--- config.mk ---
export PLATFORM = sky130hd
export DESIGN_NAME = reg_file_2r
export DESIGN_NICKNAME = d
export VERILOG_FILES = /design/src/rtl/reg_file_pkg.sv /design/src/rtl/sp_ovf_monitor.sv /design/src/rtl/reg_file_2r.sv
export SDC_FILE = /design/constraint.sdc
export NUM_CORES = 1
export LEC_CHECK = 0
export BUFFER_PORTS_ARGS = -buffer_cell sky130_fd_sc_hd__buf_4
export CAP_MARGIN = 20
export CORE_MARGIN = 1.5
export CORE_UTILIZATION = 35
export CTS_BUF_LIST = sky130_fd_sc_hd__clkbuf_16
export DETAILED_ROUTE_END_ITERATION = 10
export HOLD_SLACK_MARGIN = 0.12
export PLACE_DENSITY = 0.49
export SLEW_MARGIN = 20
export SYNTH_ARGS = -nofsm -noshare
export SYNTH_HDL_FRONTEND = slang
export SYNTH_SLANG_ARGS = --single-unit
--- constraint.sdc ---
create_clock -name i_clk -period 2.8 [get_ports i_clk]
set_clock_uncertainty 0.15 [all_clocks]
set_input_delay 0.56 -clock i_clk [delete_from_list [all_inputs] [get_ports i_clk]]
set_output_delay 0.56 -clock i_clk [all_outputs]
set_load 0.005 [all_outputs]
--- src/rtl/reg_file_pkg.sv ---
// Shared types and default sizes for the two-read-port register file
// and its stack-pointer overflow monitor.
package reg_file_pkg;

    localparam int DEFAULT_WIDTH = 16;
    localparam int DEFAULT_DEPTH = 8;

    typedef enum logic [1:0] {
        IDLE    = 2'd0,
        ARMED   = 2'd1,
        TRIPPED = 2'd2
    } ovf_state_t;

endpackage

--- src/rtl/sp_ovf_monitor.sv ---
// Sticky stack-pointer overflow monitor: flags SP writes that fall below
// the configured limit, once the SP slot has been initialised.
//
// state   | meaning
// --------+-----------------------------------------------------------
// IDLE    | SP never written since reset; next SP write is the init
// ARMED   | SP initialised; writes below spLimit trip the flag
// TRIPPED | violation seen; ovf=1 until ovfClr without a new violation
module sp_ovf_monitor
    import reg_file_pkg::*;
#(
    parameter int WIDTH = DEFAULT_WIDTH
) (
    input  logic             clk,
    input  logic             rstn,
    input  logic             spWrEn,
    input  logic [WIDTH-1:0] wData,
    input  logic [WIDTH-1:0] spLimit,
    input  logic             ovfClr,
    output logic             ovf
);

    ovf_state_t state;
    ovf_state_t state_next;
    logic       violation;

    // Equality with the limit is legal.
    assign violation = spWrEn && (wData < spLimit);

    always_ff @(posedge clk or negedge rstn) begin
        if (!rstn) begin
            state <= IDLE;
        end else begin
            state <= state_next;
        end
    end

    always_comb begin
        state_next = state;
        ovf        = 1'b0;
        case (state)
            IDLE: begin
                if (spWrEn) begin
                    state_next = ARMED;
                end
            end
            ARMED: begin
                if (violation) begin
                    state_next = TRIPPED;
                end
            end
            TRIPPED: begin
                ovf = 1'b1;
                if (ovfClr && !violation) begin
                    state_next = ARMED;
                end
            end
            default: begin
                state_next = IDLE;
            end
        endcase
    end

endmodule

--- src/rtl/reg_file_2r.sv ---
// Register file with two combinational read ports, one write port and a
// stack-pointer slot watched by sp_ovf_monitor. Define REG_FILE_BYPASS_EN
// to forward same-cycle write data to matching read ports.
module reg_file_2r
    import reg_file_pkg::*;
#(
    parameter int WIDTH  = DEFAULT_WIDTH,
    parameter int DEPTH  = DEFAULT_DEPTH,
    parameter int SP_IDX = DEPTH - 1
) (
    input  logic                     i_clk,
    input  logic                     i_rstn,
    input  logic [$clog2(DEPTH)-1:0] i_rAddr1,
    output logic [WIDTH-1:0]         o_rData1,
    input  logic [$clog2(DEPTH)-1:0] i_rAddr2,
    output logic [WIDTH-1:0]         o_rData2,
    input  logic [WIDTH-1:0]         i_wData,
    input  logic [$clog2(DEPTH)-1:0] i_wAddr,
    input  logic                     i_wEn,
    input  logic [WIDTH-1:0]         i_spLimit,
    input  logic                     i_ovfClr,
    output logic [WIDTH-1:0]         o_reportSP,
    output logic                     o_spOvf
);

    logic [WIDTH-1:0] slots [DEPTH];
    logic [DEPTH-1:0] wr_sel;

    assign wr_sel = {{(DEPTH-1){1'b0}}, i_wEn} << i_wAddr;

    for (genvar g = 0; g < DEPTH; g++) begin : g_slot
        always_ff @(posedge i_clk or negedge i_rstn) begin
            if (!i_rstn) begin
                slots[g] <= '0;
            end else if (wr_sel[g]) begin
                slots[g] <= i_wData;
            end
        end
    end

`ifdef REG_FILE_BYPASS_EN
    assign o_rData1 = (i_wEn && (i_rAddr1 == i_wAddr)) ? i_wData : slots[i_rAddr1];
    assign o_rData2 = (i_wEn && (i_rAddr2 == i_wAddr)) ? i_wData : slots[i_rAddr2];
`else
    assign o_rData1 = slots[i_rAddr1];
    assign o_rData2 = slots[i_rAddr2];
`endif

    // Always the stored value, even when bypass is enabled.
    assign o_reportSP = slots[SP_IDX];

    sp_ovf_monitor #(
        .WIDTH(WIDTH)
    ) u_sp_ovf_monitor (
        .clk     (i_clk),
        .rstn    (i_rstn),
        .spWrEn  (wr_sel[SP_IDX]),
        .wData   (i_wData),
        .spLimit (i_spLimit),
        .ovfClr  (i_ovfClr),
        .ovf     (o_spOvf)
    );

endmodule

==> qor.txt <==
Die Span Y: 148 um
Most frequent cells in the layout: mux2_2 (159), dfrtp_1 (130), buf_4 (103)
Crit path top cell by count: buf_4
Post-Synthesis Cells: 473
Critical path class: primary input to output pin
Cell accounting for the most synthesized area: dfrtp_1
Register area share after synthesis: 44.2%
Tot GR Track Use: 19.0%
Crit start category: primary input
# fillers: 1889
Worst path top cell family by delay: multiplexers
Mean number of vias per cell: 5.40
H-tree depth: 4
Post-CTS sizing: 0
TritonRoute pass-1 iters: 4
Port-buffer cells: 93
First DRT Iteration DRCs: 205
First-pass GRT wire length: 30400 um
CTS buffer count: 17
Syn-to-layout area delta: 22.1%
Mapped Nets: 533
CP Max Fanout: 13
Initial cell density of the core: 36.0%
Fin. Hold Viols: 0
WHS: 301 ps
I/O pins: 94
Synth area leaders: dfrtp_1 (44%), mux2_2 (24%), mux4_2 (20%), ha_1 (2.6%), buf_4 (2.0%)
Placement Setup Slack: 253 ps
Vias: 4559
Reg clk slew, reported paths: 50 ps
Antenna fix cells: 0
Final Util: 43.9%
Antenna-violating nets left: 0
CP Buf/Inv Count: 3
Minimum clock period: 2540 ps
RePlAce Congestion: 0.749
Crit. End Element: output pin
Worst reg2reg path depth: 2
Peak VDD IR: 0.372 mV
Syn Std Cell Area: 7350 um2
Fmax: 393 MHz
Worst skew pair latency: 410 ps
Final max-slew violation count: 0
Measured slew at the worst slew-check pin: 573 ps
Syn avg cell area: 15.5 um2
Worst path slowest cell: mux4_2
Largest net degree at the start of global routing: 51
Drt wl/cell: 23.1 um
Worst hold path cell count: 2
Slew Limit Headroom: 61.8%
GR Overflow Total: 0
Initial antenna violation count: 0
Tot Pwr: 6320 uW
Max-cap violation count: 0
Final wirelength: 19500 um
Core area: 20400 um2
# setup viols final: 0
Clock Sinks: 130
Number of global-route vias before repair: 5058
P_leak: 0.00384 uW
Num rows: 52
Yosys Warn Count: 0
Hold Crit Class: primary input to flip-flop
Final Cycle Share: 90.8%
RSZ-0062 raised after global routing: false
Root Driver: clkbuf_16
Seq cells post-synth: 130
Share of cells above drive strength 1: 64.5%
P per Cell Area: 704 nW/um2
NumNets Final: 622
Crit-path max cell delay: 520 ps
Total die area: 21900 um2
Worst EP required: 2090 ps
Final setup TNS: 0 ps
Stages on worst setup path: 5
Clk buf depth: 2
Post-DP HPWL: 12800 um
Critical path arrival: 1830 ps
Post-synthesis cell type count: 34
CP Cell Sequence: buf_4 > buf_12 > mux4_2 > mux2_2 > buf_4
Post-synth top area share: 44.2%
Die width: 148 um
Worst Slack Setup Final: 258 ps
Most common cell after layout, fill and taps aside: mux2_2
Run status: finished clean
DRC: 0
CTS tree: yes
[kinds of logic (layout without fill, tap and decap cells)]
| family | after synthesis | in the layout | share of synthesized area [%] |
|---|---|---|---|
| simple gates | 26 | 26 | 3.03 |
| fa+ha+maj | 15 | 15 | 2.55 |
| flops | 130 | 130 | 44.2 |
| buf+inv | 62 | 163 | 4.54 |
| compound gates | 16 | 16 | 1.55 |
| mux | 224 | 224 | 44.1 |
[metal layers]
| metal | track usage, % | wire, um | up-vias |
|---|---|---|---|
| met4 | 6.83 | 393 | 0 |
| met2 | 32.8 | 10200 | 89 |
| met5 | 0 | 0 | - |
| li1 | - | - | 1999 |
| met1 | 24.3 | 8350 | 2446 |
| met3 | 2.78 | 509 | 25 |
[through the flow]
step	instance area [um2]	cells
2_1_floorplan	7350	473
5_1_grt	8980	844
3_3_place_gp	8430	812
6_report	8980	844
3_5_place_dp	8430	812
4_1_cts	8980	844
[area by class of cell]
cell class | count | area (um2) | share of cell area (%)
repair buffers | 116 | 1020 | 11.4
flip-flops and latches | 130 | 3250 | 36.2
multi-input cells | 281 | 3770 | 42.0
well taps | 270 | 338 | 3.76
clock buffers | 17 | 425 | 4.74
inverters | 16 | 60.1 | 0.669
clock inverters | 14 | 110 | 1.23
[worst reg2reg max path, delay by kind of cell, from the launching register on]
family / cells / cell delay (ps)
AO/OA/AOI/OAI: 1 / 160
flip-flops: 1 / 410
AND/OR/NAND/NOR: 1 / 290
[flip-flops by register name, indices dropped and copies added, names as in the netlist]
name and flops:
u_sp_ovf_monitor.state 2, slots 112, o_reportSP 16
[power breakdown]
group	internal (uW)	switching, uW	total [uW]
registers	2300	330	2630
logic	1100	546	1650
clock network	1270	774	2040
total	4670	1650	6320
[synthesized netlist by cell type, drive strengths merged]
| cell type | count |
|---|---|
| nor3b | 2 |
| nor4 | 2 |
| dfrtp | 130 |
| o21a | 2 |
| mux2 | 160 |
| o311ai | 1 |
| nand4 | 2 |
| nand2b | 2 |
| o2bb2ai | 1 |
| and4 | 2 |
| nand2 | 6 |
| nor3 | 2 |
| o21ai | 2 |
| a21oi | 5 |
| nor2 | 4 |
| a22o | 1 |
| clkbuf | 8 |
| or3 | 1 |
| ha | 15 |
| a2111oi | 1 |
| buf | 38 |
| nand4b | 3 |
| a22oi | 1 |
| mux4 | 64 |
| inv | 16 |
| o31ai | 2 |
[final timing paths]
check | startpoint | end | slack (ps)
min in group asynchronous | i_rstn | o_reportSP[9]$_DFFE_PN0P_ | 550
max | i_rAddr1[0] | o_rData1[9] | 260
max reg2reg | u_sp_ovf_monitor.state[1]$_DFFE_PN0P_ | u_sp_ovf_monitor.state[1]$_DFFE_PN0P_ | 1730
min reg2reg | slots[118]$_DFFE_PN0P_ | slots[118]$_DFFE_PN0P_ | 360
max in group asynchronous | i_rstn | o_reportSP[3]$_DFFE_PN0P_ | 1250
min | i_wData[6] | slots[118]$_DFFE_PN0P_ | 300
[what timing repair did]
item	CTS	global route
setup buffers	0	0
hold endpoints to repair	39	0
hold buffers	1	0
Note: power is estimated with default switching activity, not from simulation.
